### src/rtl/map_rom_arbiter_pkg.sv
// map_pkg: shared constants and helpers for the map-ROM access path.
//   MAP_ADDR_W / MAP_DATA_W : map ROM address and pixel widths
//   COL_WALL / COL_DOOR     : collision colours stored in the map
//   req_id_e                : fixed requester slot assignment
//   map_addr()              : pixel (x, y) -> map ROM address ({y>>2, x>>2})
package map_pkg;

    localparam int MAP_ADDR_W = 16;
    localparam int MAP_DATA_W = 12;

    localparam logic [MAP_DATA_W-1:0] COL_WALL = 12'h000;
    localparam logic [MAP_DATA_W-1:0] COL_DOOR = 12'hff0;

    typedef enum int unsigned {
        REQ_PLAYER  = 0,
        REQ_ENEMY0  = 1,
        REQ_ENEMY1  = 2,
        REQ_GRAVITY = 3
    } req_id_e;

    // The map is stored at quarter resolution: 7 bits of row, 9 bits of column.
    function automatic logic [MAP_ADDR_W-1:0] map_addr(input logic [10:0] x,
                                                       input logic [8:0]  y);
        logic [MAP_ADDR_W-1:0] a;
        a = {y[8:2], x[10:2]};
        return a;
    endfunction

endpackage

### src/rtl/map_rom_arbiter_if.sv
// map_rom_arbiter_if: requester-side and ROM-side signals of the map arbiter.
//   req      : per-requester read request (level)
//   addr     : packed request addresses, requester i at [i*ADDR_W +: ADDR_W]
//   gnt      : one-hot grant
//   rdata    : shared returned pixel
//   rvalid   : one-hot, one-cycle strobe qualifying rdata
//   rom_addr : address towards the map ROM
//   rom_data : read data from the map ROM
// Modports: master = game logic + ROM side, slave = arbiter.
interface map_rom_arbiter_if
    import map_pkg::*;
#(
    parameter int N_REQ  = 4,
    parameter int ADDR_W = MAP_ADDR_W,
    parameter int DATA_W = MAP_DATA_W
) ();

    logic [N_REQ-1:0]        req;
    logic [N_REQ*ADDR_W-1:0] addr;
    logic [N_REQ-1:0]        gnt;
    logic [DATA_W-1:0]       rdata;
    logic [N_REQ-1:0]        rvalid;
    logic [ADDR_W-1:0]       rom_addr;
    logic [DATA_W-1:0]       rom_data;

    modport master (
        output req, addr, rom_data,
        input  gnt, rdata, rvalid, rom_addr
    );

    modport slave (
        input  req, addr, rom_data,
        output gnt, rdata, rvalid, rom_addr
    );

endinterface

### src/rtl/map_rom_arbiter_rr_pick.sv
// rr_pick: combinational round-robin picker.
//   req    : request vector
//   rr_ptr : index searched first; search wraps modulo N_REQ
//   gnt    : one-hot winner (zero when no request)
//   idx    : binary index of the winner
//   any    : at least one request present
module rr_pick #(
    parameter int N_REQ = 4,
    parameter int IDX_W = 2
) (
    input  logic [N_REQ-1:0] req,
    input  logic [IDX_W-1:0] rr_ptr,
    output logic [N_REQ-1:0] gnt,
    output logic [IDX_W-1:0] idx,
    output logic             any
);

    logic [2*N_REQ-1:0] dbl;
    logic [N_REQ-1:0]   rot;
    int unsigned        pos;

    always_comb begin
        // Rotate so bit 0 is the rr_ptr requester, then take the first set bit.
        dbl = {req, req} >> rr_ptr;
        rot = dbl[N_REQ-1:0];
        pos = 0;
        any = 1'b0;
        for (int unsigned k = 0; k < N_REQ; k++) begin
            if (!any && rot[k]) begin
                any = 1'b1;
                pos = 32'(rr_ptr) + k;
            end
        end
        if (pos >= N_REQ) begin
            pos = pos - N_REQ;
        end
        idx = IDX_W'(pos);
        gnt = any ? (N_REQ'(1) << idx) : '0;
    end

endmodule

### src/rtl/map_rom_arbiter.sv
// map_rom_arbiter: shares one synchronous map ROM among N_REQ requesters.
//   clk, rst : clock, synchronous active-high reset
//   bus      : map_rom_arbiter_if.slave (req/addr/gnt/rdata/rvalid/rom_addr/rom_data)
// One grant per cycle, round-robin from rr_ptr. The granted address is
// registered onto rom_addr; an id pipeline of depth ROM_LAT+1 tracks who
// owns each read so the returned pixel is registered into rdata with a
// one-cycle rvalid strobe to its requester (3 cycles after grant for ROM_LAT=1).
// Optional build macro MAP_ARB_PRIO0_EN: requester 0 has absolute priority
// and does not move rr_ptr.
module map_rom_arbiter
    import map_pkg::*;
#(
    parameter int N_REQ   = 4,
    parameter int ADDR_W  = MAP_ADDR_W,
    parameter int DATA_W  = MAP_DATA_W,
    parameter int ROM_LAT = 1
) (
    input logic               clk,
    input logic               rst,
    map_rom_arbiter_if.slave  bus
);

    localparam int IDX_W = (N_REQ > 1) ? $clog2(N_REQ) : 1;
    localparam int DEPTH = ROM_LAT + 1;

    logic [IDX_W-1:0]  rr_ptr;
    logic [N_REQ-1:0]  pick_gnt;
    logic [IDX_W-1:0]  pick_idx;
    logic              pick_any;

    logic [N_REQ-1:0]  gnt;
    logic [IDX_W-1:0]  gnt_idx;
    logic              gnt_any;
    logic              ptr_upd;
    logic [IDX_W-1:0]  next_ptr;
    logic [ADDR_W-1:0] sel_addr;

    logic [ADDR_W-1:0] rom_addr;
    logic [DATA_W-1:0] rdata;
    logic [N_REQ-1:0]  rvalid;

    logic [DEPTH-1:0]  pipe_v;
    logic [IDX_W-1:0]  pipe_id [DEPTH];

    rr_pick #(
        .N_REQ (N_REQ),
        .IDX_W (IDX_W)
    ) u_pick (
        .req    (bus.req),
        .rr_ptr (rr_ptr),
        .gnt    (pick_gnt),
        .idx    (pick_idx),
        .any    (pick_any)
    );

    // Grant is suppressed while in reset so nothing is launched then.
    always_comb begin
        gnt     = '0;
        gnt_idx = '0;
        gnt_any = 1'b0;
        ptr_upd = 1'b0;
        if (!rst) begin
`ifdef MAP_ARB_PRIO0_EN
            if (bus.req[0]) begin
                gnt[0]  = 1'b1;
                gnt_idx = '0;
                gnt_any = 1'b1;
            end else begin
                gnt     = pick_gnt;
                gnt_idx = pick_idx;
                gnt_any = pick_any;
                ptr_upd = pick_any;
            end
`else
            gnt     = pick_gnt;
            gnt_idx = pick_idx;
            gnt_any = pick_any;
            ptr_upd = pick_any;
`endif
        end
    end

    always_comb begin
        next_ptr = (gnt_idx == IDX_W'(N_REQ - 1)) ? '0 : gnt_idx + 1'b1;
    end

    // One-hot grant selects the address; other requesters' addr is ignored.
    always_comb begin
        sel_addr = '0;
        for (int unsigned i = 0; i < N_REQ; i++) begin
            if (gnt[i]) begin
                sel_addr = bus.addr[i*ADDR_W +: ADDR_W];
            end
        end
    end

    always_ff @(posedge clk) begin
        if (rst) begin
            rr_ptr   <= '0;
            rom_addr <= '0;
            rdata    <= '0;
            rvalid   <= '0;
            pipe_v   <= '0;
            for (int unsigned i = 0; i < DEPTH; i++) begin
                pipe_id[i] <= '0;
            end
        end else begin
            if (ptr_upd) begin
                rr_ptr <= next_ptr;
            end
            if (gnt_any) begin
                rom_addr <= sel_addr;
            end
            // A slot is pushed every cycle; empty slots keep rdata steady.
            pipe_v     <= {pipe_v[DEPTH-2:0], gnt_any};
            pipe_id[0] <= gnt_idx;
            for (int unsigned i = 1; i < DEPTH; i++) begin
                pipe_id[i] <= pipe_id[i-1];
            end
            if (pipe_v[DEPTH-1]) begin
                rvalid <= N_REQ'(1) << pipe_id[DEPTH-1];
                rdata  <= bus.rom_data;
            end else begin
                rvalid <= '0;
            end
        end
    end

    assign bus.gnt      = gnt;
    assign bus.rom_addr = rom_addr;
    assign bus.rdata    = rdata;
    assign bus.rvalid   = rvalid;

endmodule

### src/flat_wrapper.sv
// flat-port wrapper written by rule: the top's interface ports become plain ports
module map_rom_arbiter_flat import map_pkg::*;
#(
    parameter int N_REQ   = 4,
    parameter int ADDR_W  = MAP_ADDR_W,
    parameter int DATA_W  = MAP_DATA_W,
    parameter int ROM_LAT = 1
)
  (clk, rst, bus_req, bus_addr, bus_rom_data, bus_gnt, bus_rdata, bus_rvalid, bus_rom_addr);
  map_rom_arbiter_if #(.N_REQ(N_REQ), .ADDR_W(ADDR_W), .DATA_W(DATA_W)) bus_i ();
  input logic clk;
  input logic rst;
  input wire logic [$bits(bus_i.req)-1:0] bus_req;
  input wire logic [$bits(bus_i.addr)-1:0] bus_addr;
  input wire logic [$bits(bus_i.rom_data)-1:0] bus_rom_data;
  output wire logic [$bits(bus_i.gnt)-1:0] bus_gnt;
  output wire logic [$bits(bus_i.rdata)-1:0] bus_rdata;
  output wire logic [$bits(bus_i.rvalid)-1:0] bus_rvalid;
  output wire logic [$bits(bus_i.rom_addr)-1:0] bus_rom_addr;
  assign bus_i.req = bus_req;
  assign bus_i.addr = bus_addr;
  assign bus_i.rom_data = bus_rom_data;
  assign bus_gnt = bus_i.gnt;
  assign bus_rdata = bus_i.rdata;
  assign bus_rvalid = bus_i.rvalid;
  assign bus_rom_addr = bus_i.rom_addr;
  map_rom_arbiter #(.N_REQ(N_REQ), .ADDR_W(ADDR_W), .DATA_W(DATA_W), .ROM_LAT(ROM_LAT)) u_core (.clk(clk), .rst(rst), .bus(bus_i));
endmodule
### config.mk
export PLATFORM = sky130hd
export DESIGN_NAME = map_rom_arbiter_flat
export DESIGN_NICKNAME = d
export VERILOG_FILES = /design/src/rtl/map_rom_arbiter_pkg.sv /design/src/rtl/map_rom_arbiter_if.sv /design/src/rtl/map_rom_arbiter_rr_pick.sv /design/src/rtl/map_rom_arbiter.sv /design/src/flat_wrapper.sv
export SDC_FILE = /design/constraint.sdc
export NUM_CORES = 1
export LEC_CHECK = 0
export CORE_MARGIN = 4
export CORE_UTILIZATION = 59
export CTS_BUF_LIST = sky130_fd_sc_hd__clkbuf_4
export DETAILED_ROUTE_END_ITERATION = 16
export DONT_BUFFER_PORTS = 1
export PLACE_DENSITY = 0.78
export SYNTH_ARGS = -nofsm -noshare
export SYNTH_HDL_FRONTEND = slang
export SYNTH_SLANG_ARGS = --single-unit
### constraint.sdc
create_clock -name clk -period 1.8 [get_ports clk]
set_clock_uncertainty 0.05 [all_clocks]
set_input_delay 0.36 -clock clk [delete_from_list [all_inputs] [get_ports clk]]
set_output_delay 0.36 -clock clk [all_outputs]
set_load 0.03 [all_outputs]
==> results of run 1 <==
## worst paths after layout
kind	start	end	slack, ps
worst min-delay path	rst	u_core.bus.rdata[10]	20
worst max-delay path	u_core.rr_ptr[1]	bus_gnt[1]	-240
worst min register to register	u_core.pipe_id[0][1]	u_core.pipe_id[0][3]	400
worst max register to register	u_core.rr_ptr[1]	u_core.bus.rom_addr[15]	-90
## what timing repair did
action                                  in CTS  in global routing
pin swaps                                    5                 10
hold endpoints to repair                     0                  3
hold buffers                                 0                  1
resized for setup                           17                 23
endpoints found under the setup margin      20                 20
buffers inserted                             5                  9
cloned                                       0                  0
## power groups by stage
stage	clock, mW	sequential, mW	combinational, mW
5_1_grt	0.639	1.25	0.853
4_1_cts	0.589	1.23	0.666
3_3_place_gp	0	1.24	0.567
3_5_place_dp	0	1.25	0.596
2_1_floorplan	0	1.22	0.486
6_report	0.587	1.23	0.805
## registers in the layout (all words and copies together) (netlist names)
name,flops
u_core.rr_ptr,2
u_core.bus.rvalid,4
u_core.pipe_id,4
u_core.bus.rom_addr,16
u_core.bus.rdata,12
u_core.pipe_v,2
## layout make-up
class                      count  area (sq um)
clock inverter                 2          35.0
inverter                       4          15.0
sequential                    40           806
timing repair buffer          27           238
multi-input combinational    157          1340
fill                         228           803
clock buffer                   6          45.0
tap                           46          57.6
## per-stage QoR
stage          total power [mW]  hold WS [ps]  util (%)  cell area [sq um]
2_1_floorplan              1.71           364         -               2070
3_3_place_gp               1.81           367      64.7               2160
3_5_place_dp               1.84           377      64.7               2160
4_1_cts                    2.49          5.76      70.5               2350
5_1_grt                    2.74          7.06      75.9               2530
6_report                   2.63          24.7      75.9               2530
## worst reg2reg max path, cell delays in order, from the launching register on
cell and delay, ps:
dfxtp_4 430, mux2i_4 270, nor2_2 80, nor3_4 220, buf_12 160, buf_4 110
buf_8 120, mux2i_4 240, o221ai_2 120
## kinds of logic (layout without fill, tap and decap cells)
family | count (synthesis) | in the layout
AO/OA/AOI/OAI | 53 | 53
AND/OR/NAND/NOR | 73 | 73
XOR/XNOR | 1 | 1
flip-flops | 40 | 40
multiplexers | 30 | 30
buffers and inverters | 22 | 39
## cell usage in the layout, fill, tap and decap left out, types with 7 or more instances in the layout
master | netlist | layout
dfxtp_1 | 40 | 38
buf_4 | 2 | 23
mux2i_1 | 30 | 21
nand2_1 | 19 | 18
a21o_1 | 16 | 16
nand4_1 | 15 | 15
o31ai_1 | 15 | 15
nor2_1 | 17 | 14
mux2i_4 | 0 | 8
o211ai_1 | 8 | 8
o211ai_2 | 7 | 7
## layer usage
metal  track usage [%]  vias to the layer above  part of all wire, %
met5                 0                        -                    0
met4              14.2                        0                  2.1
met3              10.1                       14                   11
met2              43.4                      106                   52
met1              26.1                      861                   34
li1                  -                      844                    -
==> results.toml, run 1 <==
[power_and_ir_drop]
power_density_nw_per_um2 = 1040
p_seq_share_pct = 47.0
switching_share_pct = 35.1
switchingPower_mw = 0.922
p_leak_nw = 0.990
pwr-share-clk_pct = 22.3
peakVddDrop_mv = 0.683
p_int_mw = 1.71
pwr-share-comb_pct = 30.7

[clock_tree]
cts_buffers = 5
clk_pin_slew_ps = 120
htreeDepth = 2
cts_root_buf = "clkbuf_4"
cts_tree = "built"
clock_sinks = 40
clockBufferDepth = 2
clock_latency_ps = 350

[logic_synthesis]
synth_cell_type_count = 36
syn_inst = 219
synth_enable_flop_cells = 0
synth_commonest_cells = "40 x dfxtp_1, 30 x mux2i_1, 19 x nand2_1"
syn_area_per_cell_sq_um = 9.30
synth_warnings = 0
yosys.area.top_type = "dfxtp_1"
yosysTopAreaCellShare_pct = 39.3
synth-adder-area-share_pct = 0
synth-xor-area-share_pct = 0.430
synth_top_family_by_area = "compound AO/OA/AOI/OAI gates"
synth-simple-area-share_pct = 18.6
seq_area_frac_synth_pct = 39.3
synth_ff_type = "dfxtp_1"
ys_ff_latch = 40
netlist_area_sq_um = 2040
async_flop_share_pct = 0
netlist_top_cells_area = "dfxtp_1 39%, mux2i_1 15%, a21o_1 5.9%"
synth-compound-area-share_pct = 21.6
synth_mux_area_share_pct = 14.8
syn_nets = 301
yosys.cell_count.top_type = "dfxtp_1"

[cells_and_area]
drive_gt1_share_pct = 30.9
antenna_cells = 0
syn_to_final_growth_pct = 24.5
finish.net_count = 317
stdcell_count = 282

[sta]
worst_slack_ps = -244
finalSetupTns_ps = -1010
maxSlewViolCount = 0
worst_pin_slew_ps = 393
setup_violations = 6
fmax_mhz = 489
period_minus_slack_ps = 2040
rsz0062_at_grt = "yes"
relSlewSlack_pct = 73.5
period_share_pct = 114
finalHoldViolCount = 0

[grt]
grt_max_degree = 21
grt_usage_pct = 25.4
grt_pass1_vias = 1902
grt-ovfl-total = 0
antenna_found_initial = 0
grt_first_pass_wirelength_um = 8450

[floorplan]
rows = 21
start_util_pct = 61.0
io_pins = 118
die_x_um = 66.7
dieArea_sq_um = 4450
core-area_sq_um = 3340
dieHeight_um = 66.7

[worst_setup_path]
slowest_stage = "dfxtp_4"
cp.buffers_inverters = 0
cpLargestDelayFamily = "simple AND/OR/NAND/NOR gates"
slowest_delay_ps = 430
cp_max_fo = 5
required_ps = 1390
path_class = "reg -> out"
worstPathArrival_ps = 1630
cp.depth = 4
crit_chain = "mux2i_4 > nor2_2 > nor3_4 > and3_4"
r2r_cells = 8
end_kind = "output pin"
start_kind = "flop"

[route]
vias = 1825
wl_um = 5940
postRouteAntennaNets = 0
vias_per_cell = 6.47
drt_first_pass_iters = 4
drc = 0
drt_iter0_drc = 68
wl_per_cell_um = 21.1

[placed_design]
port_buffers = 0
pre_cts_ws_ps = -35.8
dp_cells = 262
dpl.hpwl_um = 4190
gp_congestion = 0.836

[min_path]
hold_depth = 1
holdCritPathClass = "in -> reg"

[outcome]
status = "finished, violations left"
violations = "negative setup slack"

[flow_run]
drv_cap = 0
(Power assumes the default switching activity.)
==> run 2: changes to the inputs <==
--- a/config.mk
+++ b/config.mk
@@ -5,12 +5,13 @@
 export SDC_FILE = /design/constraint.sdc
 export NUM_CORES = 1
 export LEC_CHECK = 0
+export CAP_MARGIN = 20
 export CORE_MARGIN = 4
 export CORE_UTILIZATION = 59
 export CTS_BUF_LIST = sky130_fd_sc_hd__clkbuf_4
 export DETAILED_ROUTE_END_ITERATION = 16
 export DONT_BUFFER_PORTS = 1
-export PLACE_DENSITY = 0.78
+export PLACE_DENSITY = 0.79
 export SYNTH_ARGS = -nofsm -noshare
 export SYNTH_HDL_FRONTEND = slang
 export SYNTH_SLANG_ARGS = --single-unit
==> results.toml, run 2 (same netlist as run 1, synthesis figures left out) <==
[outcome]
status = "finished, violations left"
violations = "negative setup slack"

[placed_design]
dpl.hpwl_um = 4110
gp_congestion = 0.860
port_buffers = 0
pre_cts_ws_ps = -51.7
dp_cells = 262

[cells_and_area]
antenna_cells = 0
finish.net_count = 310
final_util_pct = 70.9
final_cell_mix = "38 x dfxtp_1, 25 x mux2i_1, 19 x buf_4"
final_common_cell = "dfxtp_1"
top_register = "u_core.bus.rom_addr"
syn_to_final_growth_pct = 16.2
fillers = 271
drive_gt1_share_pct = 27.5
largest_reg_flops = 16
stdcell_count = 275
top_regs = "u_core.bus.rom_addr x16, u_core.bus.rdata x12"

[flow_run]
drv_cap = 0

[sta]
relSlewSlack_pct = 75.8
worst_pin_slew_ps = 362
finalHoldViolCount = 0
worst_slack_ps = -198
fmax_mhz = 500
rsz0062_at_grt = "yes"
period_share_pct = 111
setup_violations = 5
maxSlewViolCount = 0
finalSetupTns_ps = -666
period_minus_slack_ps = 2000

[power_and_ir_drop]
peakVddDrop_mv = 0.612
total_power_mw = 2.51
p_leak_nw = 0.941
power_density_nw_per_um2 = 1060

[floorplan]
dieArea_sq_um = 4450
core-area_sq_um = 3340
start_util_pct = 61.0
io_pins = 118
rows = 21
dieHeight_um = 66.7
die_x_um = 66.7

[grt]
grt-ovfl-total = 0
grt_first_pass_wirelength_um = 8470
grt_usage_pct = 25.2
grt_max_degree = 21
grt_pass1_vias = 1843
antenna_found_initial = 0

[worst_setup_path]
worstPathArrival_ps = 1590
end_kind = "output pin"
required_ps = 1390
start_kind = "flop"
slowest_delay_ps = 400
cp_max_fo = 5
crit_chain = "mux2i_2 > nor2_2 > nor3_4 > and3_4"
path_class = "reg -> out"
slowest_stage = "dfxtp_4"

[route]
postRouteAntennaNets = 0
route.met2.wl_um = 2900
vias = 1757
wl_per_cell_um = 20.1
wl_met3_um = 513
drt-met1-wl_um = 2000
drc = 0
vias_per_cell = 6.39
top_layer = "met4"
drt_iter0_drc = 71
drt_first_pass_iters = 4
wl_um = 5530

[clock_tree]
clockBufferDepth = 2
cts_hold_buf = 0
htreeDepth = 2
cts_buffers = 5
clock_sinks = 40
clock_latency_ps = 330
cts_root_buf = "clkbuf_4"
clk_pin_slew_ps = 120
cts_tree = "built"

[min_path]
holdCritPathClass = "in -> reg"
run 2: changes by cell type in the layout (fill, tap and decap cells not counted), sizes merged:
cell / delta
buf: -6
dlygate4sd3: -1
run 2: repair_timing:
item / in CTS / in global routing
setup endpoints to repair: 7 / 14
pin swaps: 6 / 1
gates resized for setup: 15 / 5
buffers inserted: 5 / 0
run 2: worst paths after layout:
check,from,to,slack [ps],cells after the start
hold / removal,rst,u_core.rr_ptr[0],20,1
hold reg to reg,u_core.pipe_id[0][0],u_core.pipe_id[0][2],410,1
setup reg to reg,u_core.rr_ptr[1],u_core.bus.rom_addr[1],0,7
setup / recovery,u_core.rr_ptr[1],bus_gnt[1],-200,4
run 2: metrics by stage:
stage          area (sq um)  hold slack [ps]
2_1_floorplan          2070              364
3_5_place_dp           2160              387
6_report               2360             23.7
4_1_cts                2340             8.58
3_3_place_gp           2160              367
5_1_grt                2360             8.36
run 2: per-layer routing:
metal | up-vias | track usage, %
li1 | 818 | -
met4 | 0 | 13.7
met5 | - | 0
met3 | 16 | 7.93
met1 | 826 | 27.3
met2 | 97 | 43.4
run 2: final cells by class:
cell class	instances	area (sq um)	share of cell area, %
Tap cell	46	57.6	2.43
Clock buffer	6	45.0	1.90
Sequential cell	40	806	34.1
Inverter	4	15.0	0.635
Multi-Input combinational cell	157	1240	52.6
Clock inverter	2	35.0	1.48
Timing Repair Buffer	20	163	6.88
run 2: where the power goes:
group,switching (mW),internal [mW]
Combinational,0.356,0.326
Sequential,0.240,0.991
Clock,0.290,0.306
run 2: critical path: cells and delay by family, from the launching register on:
| kind | cells | cell delay (ps) |
|---|---|---|
| flops | 1 | 400 |
| mux | 1 | 260 |
| simple gates | 3 | 590 |
==> run 3: changes to the inputs <==
--- a/config.mk
+++ b/config.mk
@@ -11,7 +11,9 @@
 export CTS_BUF_LIST = sky130_fd_sc_hd__clkbuf_4
 export DETAILED_ROUTE_END_ITERATION = 16
 export DONT_BUFFER_PORTS = 1
+export HOLD_SLACK_MARGIN = 0.02
 export PLACE_DENSITY = 0.79
+export RECOVER_POWER = 25
 export SYNTH_ARGS = -nofsm -noshare
 export SYNTH_HDL_FRONTEND = slang
 export SYNTH_SLANG_ARGS = --single-unit
==> results.toml, run 3 (same netlist as run 1, synthesis figures left out) <==
[cells_and_area]
stdcell_count = 277
final_common_cell = "dfxtp_1"
syn_to_final_growth_pct = 18.3
largest_reg_flops = 16
final_cell_mix = "38 x dfxtp_1, 24 x mux2i_1, 18 x nand2_1"
top_register = "u_core.bus.rom_addr"
finish.net_count = 312
top_regs = "u_core.bus.rom_addr x16, u_core.bus.rdata x12"
antenna_cells = 0
drive_gt1_share_pct = 28.1

[worst_setup_path]
slowest_stage = "dfxtp_4"
startpoint = "u_core.rr_ptr[1]"
start_kind = "flop"
worstPathArrival_ps = 1600
reg2reg_from = "u_core.rr_ptr[1]"
crit_chain = "nand2_2 > a221oi_4 > or2_4 > and3_4"
rrSetupSlack_ps = 40
slowest_delay_ps = 410
required_ps = 1390
cp_max_fo = 5
path_class = "reg -> out"
end_kind = "output pin"

[sta]
relSlewSlack_pct = 54.5
period_share_pct = 111
setup_violations = 4
maxSlewViolCount = 0
finalHoldViolCount = 0
period_minus_slack_ps = 2010
worst_pin_slew_ps = 683
fmax_mhz = 498
worst_slack_ps = -207
finalSetupTns_ps = -722
rsz0062_at_grt = "yes"

[power_and_ir_drop]
power_density_nw_per_um2 = 1060
p_leak_nw = 0.948
peakVddDrop_mv = 0.620
total_power_mw = 2.54

[floorplan]
dieArea_sq_um = 4450
core-area_sq_um = 3340
io_pins = 118
start_util_pct = 61.0
die_x_um = 66.7
dieHeight_um = 66.7
rows = 21

[grt]
grt_max_degree = 18
grt_first_pass_wirelength_um = 8470
grt_usage_pct = 25.4
grt-ovfl-total = 0
grt_pass1_vias = 1854
antenna_found_initial = 0

[route]
drc = 0
drt_first_pass_iters = 4
wl_um = 5650
vias = 1776
drt_iter0_drc = 70
vias_per_cell = 6.41
postRouteAntennaNets = 0
wl_per_cell_um = 20.4

[flow_run]
drv_cap = 0

[clock_tree]
clockBufferDepth = 2
cts_tree = "built"
cts_buffers = 5
htreeDepth = 2
cts_root_buf = "clkbuf_4"
clk_pin_slew_ps = 130
clock_latency_ps = 340
clock_sinks = 40

[outcome]
status = "finished, violations left"
violations = "negative setup slack"

[placed_design]
dpl.hpwl_um = 4110
gp_congestion = 0.860
port_buffers = 0
pre_cts_ws_ps = -51.7
dp_cells = 262

[min_path]
holdCritPathClass = "in -> reg"
holdCritStartpoint = "rst"
## run 3: what timing repair did
action | CTS | global route
hold endpoints to repair | 7 | 1
hold buffers | 1 | 1
endpoints found under the setup margin | 7 | 14
buffers inserted | 5 | 0
pin swaps | 6 | 1
gates resized for setup | 15 | 13
## run 3: critical path: cells and delay by family (launching register included)
kind / cells / cell delay [ps]
AO/OA/AOI/OAI: 1 / 310
flip-flops: 1 / 410
AND/OR/NAND/NOR: 3 / 530
## run 3: area by class of cell
class,count,area (sq um)
Clock buffer,6,45.0
Clock inverter,2,35.0
Fill cell,260,928
Inverter,4,15.0
Multi-Input combinational cell,157,1260
Sequential cell,40,806
Tap cell,46,57.6
Timing Repair Buffer,22,190
## run 3: final timing paths
path / endpoint / cells after the start
max: bus_gnt[1] / 4
min: u_core.bus.rdata[11] / 1
max reg2reg: u_core.bus.rom_addr[11] / 6
min reg2reg: u_core.pipe_id[0][2] / 1
## run 3: layer usage
| layer | part of all wire, % | track usage, % | wire length [um] |
|---|---|---|---|
| met4 | 1.7 | 14.0 | 97 |
| met1 | 36 | 27.3 | 2050 |
| met2 | 53 | 43.6 | 2970 |
| met5 | 0 | 0 | 0 |
| met3 | 9.4 | 8.26 | 534 |
## run 3: where the power goes
group	internal [mW]	switching, mW
logic	0.345	0.366
registers	0.991	0.242
clock network	0.307	0.293
## run 3: stage by stage
step           area, sq um  utilization [%]  hold WS (ps)
5_1_grt               2410             72.2          21.1
2_1_floorplan         2070                -           364
3_5_place_dp          2160             64.7           387
6_report              2410             72.2          33.9
3_3_place_gp          2160             64.7           367
4_1_cts               2350             70.5          20.1
